==> src/rtl/conv_seq_pkg.sv <==
// conv_seq_pkg: shared types and constants for the convolution sequencing controller.
package conv_seq_pkg;
    typedef enum logic [2:0] {
        S_IDLE,
        S_START,
        S_RUN,
        S_GAP,
        S_DONE
    } conv_seq_state_t;

    localparam int DEF_ADDR_W = 8;
    localparam int DEF_DATA_W = 32;

    localparam logic OWN_KERNEL = 1'b0;
    localparam logic OWN_HOST   = 1'b1;
endpackage

==> src/rtl/conv_seq_rd_arb.sv <==
// conv_seq_rd_arb: kernel-priority arbiter for the shared v0 read port,
// with a 1-bit owner register steering the return data.
module conv_seq_rd_arb
    import conv_seq_pkg::*;
#(
    parameter int ADDR_W = DEF_ADDR_W,
    parameter int DATA_W = DEF_DATA_W
) (
    input  logic              clk,
    input  logic              rst,
    input  logic [ADDR_W-1:0] k_addr,
    input  logic              k_rd_en,
    output logic [DATA_W-1:0] k_rd_data,
    input  logic [ADDR_W-1:0] h_addr,
    input  logic              h_rd_en,
    output logic              h_gnt,
    output logic [DATA_W-1:0] h_rd_data,
    output logic              h_rd_valid,
    output logic [ADDR_W-1:0] mem_addr,
    output logic              mem_rd_en,
    input  logic [DATA_W-1:0] mem_rd_data
);
    logic owner_q, owner_d;

    always_comb begin
        h_gnt      = h_rd_en & ~k_rd_en;
        mem_addr   = k_rd_en ? k_addr : h_addr;
        mem_rd_en  = k_rd_en | h_rd_en;
        owner_d    = h_gnt ? OWN_HOST : OWN_KERNEL;
        k_rd_data  = mem_rd_data;
        h_rd_data  = mem_rd_data;
        h_rd_valid = owner_q == OWN_HOST;
    end

    always_ff @(posedge clk or posedge rst) begin
        if (rst) owner_q <= OWN_KERNEL;
        else     owner_q <= owner_d;
    end
endmodule

==> src/rtl/conv_seq_ctrl.sv <==
// conv_seq_ctrl: batch sequencer issuing timed tstart pulses to the convolution kernel.
// Optional v1 write-count check enabled by defining CONV_SEQ_WRCHECK_EN.
module conv_seq_ctrl
    import conv_seq_pkg::*;
#(
    parameter int ADDR_W     = DEF_ADDR_W,
    parameter int DATA_W     = DEF_DATA_W,
    parameter int KERNEL_LAT = 64,
    parameter int GAP_CYC    = 2,
    parameter int EXP_WRITES = 64
) (
    input  logic              clk,
    input  logic              rst,
    input  logic              cmd_valid,
    output logic              cmd_ready,
    input  logic [7:0]        cmd_jobs,
    output logic              tstart,
    input  logic [ADDR_W-1:0] k_v0_addr,
    input  logic              k_v0_rd_en,
    output logic [DATA_W-1:0] k_v0_rd_data,
    input  logic              k_v1_wr_en,
    output logic [ADDR_W-1:0] mem_addr,
    output logic              mem_rd_en,
    input  logic [DATA_W-1:0] mem_rd_data,
    input  logic [ADDR_W-1:0] h_addr,
    input  logic              h_rd_en,
    output logic              h_gnt,
    output logic [DATA_W-1:0] h_rd_data,
    output logic              h_rd_valid,
    output logic              busy,
    output logic              done,
    output logic [7:0]        job_idx,
    output logic              err
);
    localparam int CNT_W = $clog2((KERNEL_LAT > GAP_CYC ? KERNEL_LAT : GAP_CYC) + 1);

    conv_seq_state_t  state_q, state_d;
    logic [7:0]       jobs_q, jobs_d, job_idx_q, job_idx_d;
    logic [CNT_W-1:0] cnt_q, cnt_d;
    logic             run_last, clr_err;

    always_comb begin
        state_d   = state_q;
        jobs_d    = jobs_q;
        job_idx_d = job_idx_q;
        cnt_d     = cnt_q;
        clr_err   = 1'b0;
        run_last  = state_q == S_RUN && cnt_q == CNT_W'(KERNEL_LAT);
        case (state_q)
            S_IDLE: if (cmd_valid) begin
                jobs_d    = cmd_jobs;
                job_idx_d = '0;
                clr_err   = 1'b1;
                state_d   = cmd_jobs == 8'd0 ? S_DONE : S_START;
            end
            S_START: begin
                cnt_d   = CNT_W'(1);
                state_d = S_RUN;
            end
            S_RUN: if (run_last) begin
                cnt_d = CNT_W'(1);
                if (job_idx_q == jobs_q - 8'd1) state_d = S_DONE;
                else begin
                    job_idx_d = job_idx_q + 8'd1;
                    state_d   = S_GAP;
                end
            end else cnt_d = cnt_q + CNT_W'(1);
            S_GAP: begin
                cnt_d   = cnt_q + CNT_W'(1);
                state_d = cnt_q == CNT_W'(GAP_CYC) ? S_START : S_GAP;
            end
            S_DONE:  state_d = S_IDLE;
            default: state_d = S_IDLE;
        endcase
    end

    always_ff @(posedge clk or posedge rst) begin
        if (rst) begin
            state_q   <= S_IDLE;
            jobs_q    <= '0;
            job_idx_q <= '0;
            cnt_q     <= '0;
        end else begin
            state_q   <= state_d;
            jobs_q    <= jobs_d;
            job_idx_q <= job_idx_d;
            cnt_q     <= cnt_d;
        end
    end

    assign cmd_ready = state_q == S_IDLE;
    assign tstart    = state_q == S_START;
    assign busy      = state_q != S_IDLE;
    assign done      = state_q == S_DONE;
    assign job_idx   = job_idx_q;

`ifdef CONV_SEQ_WRCHECK_EN
    // Counter must cover START plus every RUN cycle.
    localparam int WC_W = $clog2(KERNEL_LAT + 2);
    logic [WC_W-1:0] wr_cnt_q, wr_cnt_d, wr_tot;
    logic            err_q, err_d;

    always_comb begin
        wr_tot   = wr_cnt_q + WC_W'(k_v1_wr_en);
        wr_cnt_d = state_q == S_START ? WC_W'(k_v1_wr_en) : state_q == S_RUN ? wr_tot : wr_cnt_q;
        err_d    = clr_err ? 1'b0 : (run_last && int'(wr_tot) != EXP_WRITES) ? 1'b1 : err_q;
    end

    always_ff @(posedge clk or posedge rst) begin
        if (rst) begin
            wr_cnt_q <= '0;
            err_q    <= 1'b0;
        end else begin
            wr_cnt_q <= wr_cnt_d;
            err_q    <= err_d;
        end
    end

    assign err = err_q;
`else
    logic unused_wr;
    assign unused_wr = k_v1_wr_en ^ clr_err ^ (EXP_WRITES != 0);
    assign err       = 1'b0;
`endif

    conv_seq_rd_arb #(.ADDR_W(ADDR_W), .DATA_W(DATA_W)) u_arb (
        .clk        (clk),
        .rst        (rst),
        .k_addr     (k_v0_addr),
        .k_rd_en    (k_v0_rd_en),
        .k_rd_data  (k_v0_rd_data),
        .h_addr     (h_addr),
        .h_rd_en    (h_rd_en),
        .h_gnt      (h_gnt),
        .h_rd_data  (h_rd_data),
        .h_rd_valid (h_rd_valid),
        .mem_addr   (mem_addr),
        .mem_rd_en  (mem_rd_en),
        .mem_rd_data(mem_rd_data)
    );
endmodule

==> config.mk <==
export PLATFORM = sky130hd
export DESIGN_NAME = conv_seq_ctrl
export DESIGN_NICKNAME = d
export VERILOG_FILES = /design/src/rtl/conv_seq_pkg.sv /design/src/rtl/conv_seq_rd_arb.sv /design/src/rtl/conv_seq_ctrl.sv
export SDC_FILE = /design/constraint.sdc
export NUM_CORES = 1
export LEC_CHECK = 0
export BUFFER_PORTS_ARGS = -buffer_cell sky130_fd_sc_hd__buf_2
export CORE_MARGIN = 5
export CORE_UTILIZATION = 43
export DETAILED_ROUTE_END_ITERATION = 12
export PLACE_DENSITY = 0.78
export SETUP_SLACK_MARGIN = 0.5
export SYNTH_ARGS = -nofsm -noshare
export SYNTH_HDL_FRONTEND = slang
export SYNTH_SLANG_ARGS = --single-unit
==> constraint.sdc <==
create_clock -name clk -period 2.4 [get_ports clk]
set_input_delay 0.36 -clock clk [delete_from_list [all_inputs] [get_ports clk]]
set_output_delay 0.36 -clock clk [all_outputs]
set_load 0.05 [all_outputs]
; ---- Word level (Yosys, flattened, before mapping)
; Cells that the tools add are included.
[totals]
reg_bits = 27
elab_cells = 44
out_inout_bits = 88
[classes]
mux = 14
n_eq_ne = 10
n_addsub = 3
n_bitwise = 3
n_reduce_logical = 9
[ops]
columns = operator, n
row1 = 8-bit 2-to-1 mux, 4
row2 = 7-bit case mux with 3 select lines, 1
row3 = 8-bit case mux with 2 select lines, 1
row4 = 3-bit 2-to-1 mux, 4
row5 = 3-bit case mux with 4 select lines, 1
row6 = "8-bit by 1-bit adder with 8-bit output, second input constant", 1
row7 = 8-bit equality test, 1
row8 = 8-bit zero test, 1
row9 = "8-bit by 1-bit subtractor with 8-bit output, second input constant", 1
row10 = "7-bit by 1-bit adder with 7-bit output, second input constant", 1
row11 = "7-bit by 2-bit equality test with 1-bit output, second input constant", 1
row12 = "7-bit equality test, second input constant", 1
row13 = 7-bit 2-to-1 mux, 1
row14 = "3-bit by 2-bit equality test with 1-bit output, second input constant", 2
row15 = "2-bit != test, second input constant", 3
row16 = 3-bit nonzero test, 2
row17 = 2-bit AND reduction, 2
row18 = 4-bit AND reduction, 1
row19 = "3-bit by 1-bit equality test with 1-bit output, second input constant", 1
row20 = "3-bit equality test, second input constant", 1
row21 = 3-bit zero test, 1
row22 = 2-bit 2-to-1 mux, 1
row23 = 2-bit nonzero test, 1
row24 = 1-bit AND, 1
row25 = other kinds (4), 4

; ---- Logic depth before layout (Yosys ltp)
; Gate-level depths: netlist of the first run.
[depth]
word_depth = 5
mapped_depth = 10
ltp_nobuf = 9

; ---- By module
; Synthesis of the first run repeated with hierarchy kept, for this count alone.
[unflattened]
cells_unflattened = 269
hier_area_um2 = 2393.5
[modules_own_cells]
columns = module, n_inst, area_each_um2, cells_each
row1 = conv_seq_ctrl, 1, 1737.9, 192
row2 = conv_seq_rd_arb, 1, 655.6, 77

; ---- Worst setup path before layout of the first run
; OpenSTA, ideal clock, no wires.
[synth_timing]
path_type = register to output
startpoint = register state_q[1]
endpoint = output busy
stages_incl_launch_ff = 4
arrival_ns = 2.350
path_buffers = 1
setup_slack_ns = -0.310
path_cell_list = dfrtp_1 clkbuf_1 nor3_1 inv_1
[synth_via]
elab_chain_len = 1
[synth_rtl]
columns = element, line_no
row1 = "start, declared", conv_seq_ctrl.sv:37  ; conv_seq_state_t state_q, state_d;
row2 = "start signal, assigned", conv_seq_ctrl.sv:84  ; state_q <= state_d;
row3 = 3-bit nonzero test, conv_seq_ctrl.sv:93  ; assign busy = state_q != S_IDLE;
row4 = "end, declared", conv_seq_ctrl.sv:30  ; output logic busy,
; No other way between the ends.

; ---- Final worst setup path of the first run
[layout_timing]
startpoint = register jobs_q[4]
endpoint = register job_idx_q[4], in the netlist job_idx[4]
[layout_via]
elab_chain_len = 4
[layout_rtl]
columns = element, line_no
row1 = "start, declared", conv_seq_ctrl.sv:38  ; logic [7:0] jobs_q, jobs_d, job_idx_q, job_idx_d;
row2 = "start signal, assigned", conv_seq_ctrl.sv:85  ; jobs_q <= jobs_d;
row3 = 8-bit by 1-bit subtractor with 8-bit output, conv_seq_ctrl.sv:62  ; if (job_idx_q == jobs_q - 8'd1) state_d = S_DONE;
row4 = 8-bit equality test, conv_seq_ctrl.sv:62
row5 = 2-bit != test (no source line), n/a
row6 = 4-bit AND reduction (no source line), n/a
row7 = "end signal, assigned", conv_seq_ctrl.sv:86  ; job_idx_q <= job_idx_d;
row8 = "end, declared", conv_seq_ctrl.sv:38
; No other way between the ends.
; A chain may end at the register's enable or synchronous reset.

==> metrics.csv, run 1 <==
metric,value,unit
RR Startpoint,jobs_q[4],
Clock Tree Buf Depth,2,
post-detailed-route wirelength per cell,16.6,um
# IOs,150,
full die area,6760,um^2
P_sw,1080,uW
share of layout cells above drive strength 1,0.407,
design area,2360,um^2
Mapped Nets,337,
drt initial violations,139,
Post-DP Area,2140,um^2
Routed Antenna Nets,0,
GPL Wtd Cong,0.898,
CP Data Required Time,2.61,ns
Die X-Extent,82.2,um
Seq cells post-synth,27,
Hold Crit Endpoint,jobs_q[4],
area of the multi-input gates,1110,um^2
Die Ht,82.2,um
Layout Area Growth over Synthesis,5.36,%
P_int,1270,uW
top_reg_cell synth,dfrtp_1,
clock group share of total power,0.116,
clock slew at reported path FFs,0.10,ns
Nets,336,
routed vias/inst,5.32,
CTS sink count,27,
largest net degree at the start of global routing,16,
RSZ-0062 raised after global routing,true,
TritonCTS buffer count,3,
Worst Reg-to-Reg Cells,7,
Final Max Tran Viols,0,
Final Critical Period,2.02,ns
asr flop ratio synth,1.00,
Hold Path Origin,cmd_jobs[4],
Tcrit/Tclk final,0.840,
hold crit path type,in -> reg,
Area contributors post-synth,"dfrtp_1, buf_4, nand2_1",
Std-Cell Rows,26,
Flop pwr share,0.322,
DP HPWL,4.28,mm
CTS tree,yes,
final hold vios,0,
fmax,496,MHz
Core Box Area,5070,um^2
"Distinct cells, synth",42,
FF-to-FF End,job_idx[4],
Pre-antenna DRT Iters,4,
register area share after synthesis,0.302,
drt drc,0,
first-pass GRT wire length,8.52,mm
CP Class,reg -> reg,
Post-Route Setup TNS,0,ns
Critical Path Start Type,register,
GR Overflow Total,0,
status,"finished, final reports clean",
Yosys top cell area share,0.302,
routed vias,1799,
number of synthesized flops with an enable pin,0,
arrival time at the worst endpoint,2.22,ns
Cell Pwr Density,994,nW/um^2
Slew HR,0.606,
ANT cells,0,
logic gate share of total power,0.563,
"Clk Latency, worst-skew pair",0.29,ns
post-synthesis cell area,2240,um^2
worst slew pin tran,0.591,ns
Static Leak,0.00111,uW
H-tree depth,1,
yosys warns,0,
R2R setup slack,0.38,ns
fillcell total,504,
Initial Util,0.442,
cells after synthesis,270,
Max VDD drop,0.412,mV
final setup violation count,0,
vias in the first global route,1730,
Max-cap violations,0,
hold path depth,3,
syn_area_per_cell,8.30,um^2
sw frac,0.459,
worst-path fanout max,7,
port bufs,51,
Crit. End Element,register,
Post-Route WL,5.62,mm
register area,684,um^2
number of antenna violations at the first check in global routing,0,
Setup Skew,0.00704,ns
cell taking the most area after synthesis,dfrtp_1,
root buf cell,clkbuf_8,
total track usage,0.163,
## cells by family (layout without fill, tap and decap cells)
logic type | count (synthesis) | after routing | share of synthesized area
and+or+nand+nor | 87 | 87 | 0.199
buffers and inverters | 85 | 83 | 0.253
AOI/OAI and AO/OA | 45 | 45 | 0.129
DFF | 27 | 27 | 0.302
xor gates and xnor gates | 12 | 12 | 0.0469
muxes | 8 | 8 | 0.0402
adders and majority gates | 5 | 5 | 0.0279
other | 1 | 1 | 0.00167
## cell usage after synthesis, drive strengths merged, types with 3 or more instances
master,count
nor2b,5
a21oi,7
and3,4
nand2b,3
nand2,31
xnor2,9
nand3,6
clkbuf,5
xor2,3
a31oi,3
dfrtp,27
nor2,15
nor4,5
nor3,5
buf,69
mux2,8
o21ai,19
inv,11
o21bai,3
ha,5
nand4,6
## per-stage QoR
step | hold WS [ns] | total power (uW) | setup WS, ns | util | cells
3_5_place_dp | 0.265 | 1820 | 0.277 | 0.422 | 321
4_1_cts | 0.269 | 2250 | 0.382 | 0.453 | 336
3_3_place_gp | 0.257 | 1780 | 0.336 | 0.422 | 321
6_report | 0.271 | 2350 | 0.384 | 0.465 | 338
2_1_floorplan | 0.413 | 1890 | 0.484 | - | 270
5_1_grt | 0.286 | 2510 | 0.244 | 0.465 | 338
## layout make-up
| type | count | share of cell area |
|---|---|---|
| inverters | 11 | 0.0175 |
| multi-input cells | 158 | 0.471 |
| well taps | 70 | 0.0371 |
| flip-flops and latches | 27 | 0.290 |
| repair buffers | 68 | 0.165 |
| clock inverters | 1 | 0.00212 |
| clock buffers | 3 | 0.0175 |
## power groups by stage
| stage | logic, uW | registers [uW] | clock network, uW |
|---|---|---|---|
| finish | 1320 | 755 | 271 |
| global route | 1440 | 775 | 294 |
| CTS | 1230 | 748 | 273 |
| detailed placement | 1050 | 770 | 0 |
| global placement | 1010 | 766 | 0 |
| floorplan | 1200 | 691 | 0 |
## routing by layer
layer	up-vias	track usage	wire, um
met5	-	0	0
met4	0	0.0731	104
met3	11	0.0390	531
met2	103	0.299	3000
met1	840	0.175	1980
li1	845	-	-
## placed cells by master (no fill, tap or decap), types with 3 or more instances in the layout
master,count
nor2b_1,5
and3_1,4
inv_1,9
clkbuf_8,3
o21ai_0,15
o21ai_1,4
nand4_1,6
a21oi_1,5
xnor2_1,7
nand2b_1,3
xor2_1,3
mux2_2,8
buf_4,15
buf_2,51
nand2_1,30
dfrtp_2,7
a31oi_1,3
dfrtp_1,20
ha_1,4
nand3_1,6
nor2_1,15
o21bai_1,3
## sequential cells by signal, indices dropped and copies added (netlist names)
signal            count
cnt_q                 7
u_arb.h_rd_valid      1
state_q               3
jobs_q                8
job_idx               8
## critical path, stage by stage (launching register included)
cell,delay (ns)
dfrtp_1,0.47
nor4_4,0.33
a211oi_1,0.14
o21bai_1,0.22
nand2_2,0.13
and2_4,0.19
or3_4,0.33
a21oi_2,0.13
## worst max-delay path by stage
stage	startpoint	to	slack, ns	cells past startpoint
floorplan	jobs_q[0]	job_idx[5]	0.48	9
global placement	jobs_q[0]	job_idx[4]	0.34	9
detailed placement	jobs_q[0]	job_idx[4]	0.28	9
CTS	jobs_q[1]	job_idx[4]	0.38	9
global route	jobs_q[3]	job_idx[6]	0.24	8
finish	jobs_q[4]	job_idx[4]	0.38	7
## repair_timing
item	CTS	global route
hold buffers	1	0
buffers inserted	10	2
cloned	0	0
pin swaps	8	13
setup endpoints to repair	11	11
endpoints found under the hold margin	3	0
gates resized for setup	9	10
No activity file was read; power rests on OpenSTA's default activity.
==> inputs of run 2 (changes only) <==
--- a/config.mk
+++ b/config.mk
@@ -7,9 +7,9 @@
 export LEC_CHECK = 0
 export BUFFER_PORTS_ARGS = -buffer_cell sky130_fd_sc_hd__buf_2
 export CORE_MARGIN = 5
-export CORE_UTILIZATION = 43
+export CORE_UTILIZATION = 38
 export DETAILED_ROUTE_END_ITERATION = 12
-export PLACE_DENSITY = 0.78
+export PLACE_DENSITY = 0.73
 export SETUP_SLACK_MARGIN = 0.5
 export SYNTH_ARGS = -nofsm -noshare
 export SYNTH_HDL_FRONTEND = slang
==> constraint.sdc (replaced) <==
create_clock -name clk -period 1.7 [get_ports clk]
set_input_delay 0.255 -clock clk [delete_from_list [all_inputs] [get_ports clk]]
set_output_delay 0.255 -clock clk [all_outputs]
set_load 0.05 [all_outputs]
==> run 2 against run 1 <==
Compared with the run above:
- the flow now finishes with violations (negative setup slack)
- via count grew 9.1%
- routed wire length grew 3.9%
- non-clock buffer count grew 48
- cell area grew 32%
- worst setup slack lost 0.67 ns
- largest cell class unchanged
==> metrics.csv, run 2 (same netlist as run 1, synthesis figures left out) <==
metric,value,unit
register area,682,um^2
status,finished with violations,
Post-Route Setup TNS,-2.79,ns
"most common cell after layout, fill and taps aside",buf_4,
"commonest cells after routing, fill and taps aside","buf_4, buf_2, buf_6",
GRT met3 Usage,0.0266,
GR Overflow Total,0,
Setup WS post-layout,-0.287,ns
Max VDD drop,0.678,mV
first-pass GRT wire length,9.20,mm
Nets,384,
CP Class,reg -> reg,
Pre-antenna DRT Iters,4,
Tcrit/Tclk final,1.17,
full die area,7530,um^2
ANT cells,0,
slowest CP cell,dfrtp_2,
Routed Antenna Nets,0,
Crit. End Element,register,
Layout Area Growth over Synthesis,39.3,%
Worst Reg-to-Reg Cells,9,
drt initial violations,115,
Final Instance Count excl. Fillers,391,
RSZ-0062 raised after global routing,true,
final hold vios,0,
global route hottest layer,met2,
port bufs,51,
Cell Pwr Density,1390,nW/um^2
Setup Skew,0.00589,ns
failing checks,negative setup slack,
Core Box Area,5820,um^2
drt drc,0,
RR Startpoint,jobs_q[3],
critical path's largest stage delay,0.45,ns
number of antenna violations at the first check in global routing,0,
Std-Cell Rows,28,
hold crit path type,in -> async,
Initial Util,0.385,
fmax,503,MHz
crit-path cells,"buf_4, xor2_1, xnor2_1, nand3_1, nor3_4, and2_4, buf_4, o21ai_0, o21ai_1",
# IOs,150,
H-tree depth,1,
clock slew at reported path FFs,0.10,ns
largest net degree at the start of global routing,28,
R2R setup slack,-0.29,ns
fillcell total,523,
"Clk Latency, worst-skew pair",0.28,ns
share of layout cells above drive strength 1,0.595,
CTS tree,yes,
vias in the first global route,1969,
FF-to-FF End,job_idx[1],
routed vias/inst,5.02,
routed vias,1962,
Critical Path Start Type,register,
Max-cap violations,0,
CP Data Required Time,1.91,ns
Die X-Extent,86.8,um
met2 Use GR,0.257,
DP Cell Count,366,
Final Max Tran Viols,0,
post-detailed-route wirelength per cell,14.9,um
Clock Tree Buf Depth,2,
met1 Usage GRT,0.175,
CTS sink count,27,
Static Leak,0.00149,uW
DP HPWL,4.05,mm
final setup violation count,16,
Final Critical Period,1.99,ns
root buf cell,clkbuf_8,
TritonCTS buffer count,3,
worst-path fanout max,5,
GPL Wtd Cong,0.838,
area of the multi-input gates,1290,um^2
Most common cell on crit path,buf_4,
arrival time at the worst endpoint,2.20,ns
Post-Route WL,5.84,mm
total track usage,0.153,
Die Ht,86.8,um
run 2: cell type report:
| class | count | share of cell area |
|---|---|---|
| Sequential cell | 27 | 0.218 |
| Timing Repair Buffer | 116 | 0.309 |
| Multi-Input combinational cell | 158 | 0.414 |
| Clock buffer | 4 | 0.0144 |
| Tap cell | 75 | 0.0301 |
| Inverter | 11 | 0.0140 |
run 2: metrics by stage:
| step | total power (uW) | worst slack, ns | instance area, um^2 | util | hold slack (ns) |
|---|---|---|---|---|---|
| 6_report | 4320 | -0.287 | 3120 | 0.537 | 0.0111 |
| 5_1_grt | 4600 | -0.436 | 3120 | 0.537 | 0.0427 |
| 4_1_cts | 3950 | -0.254 | 2940 | 0.505 | 0.0376 |
| 3_5_place_dp | 3010 | -0.330 | 2500 | 0.429 | 0.343 |
| 3_3_place_gp | 2960 | -0.229 | 2500 | 0.429 | 0.335 |
| 2_1_floorplan | 2770 | -0.209 | 2380 | - | 0.308 |
run 2: worst max path at each step:
stage              start          to  slack, ns  cells after the start
4_1_cts        jobs_q[0]  job_idx[6]      -0.25                      9
3_5_place_dp   jobs_q[0]  state_q[0]      -0.33                      9
6_report       jobs_q[3]  job_idx[1]      -0.29                      9
3_3_place_gp   jobs_q[1]  job_idx[6]      -0.23                      9
2_1_floorplan  jobs_q[0]  job_idx[4]      -0.21                     10
5_1_grt        jobs_q[1]  job_idx[1]      -0.44                      9
run 2: repair_timing:
action / in CTS / in global routing
cloned: 2 / 0
buffers inserted: 11 / 8
endpoints found under the setup margin: 47 / 39
resized for setup: 90 / 29
hold buffers: 0 / 0
pin swaps: 12 / 18
endpoints found under the hold margin: 0 / 0
run 2: where the power goes:
part | internal, uW | switching [uW] | total, uW
clock | 169 | 215 | 384
sequential | 805 | 177 | 982
combinational | 1500 | 1460 | 2960
run 2: critical path: cells and delay by family (launching register included):
kind	cells	cell delay (ns)
xor+xnor	2	0.39
buf+inv	2	0.27
compound gates	2	0.15
flops	1	0.45
simple gates	3	0.65
run 2: layer usage:
metal	share of wire	wire length [um]	vias to the layer above
met3	0.060	348	25
met2	0.51	2970	72
met5	0	0	-
li1	-	-	945
met1	0.39	2260	920
met4	0.045	261	0
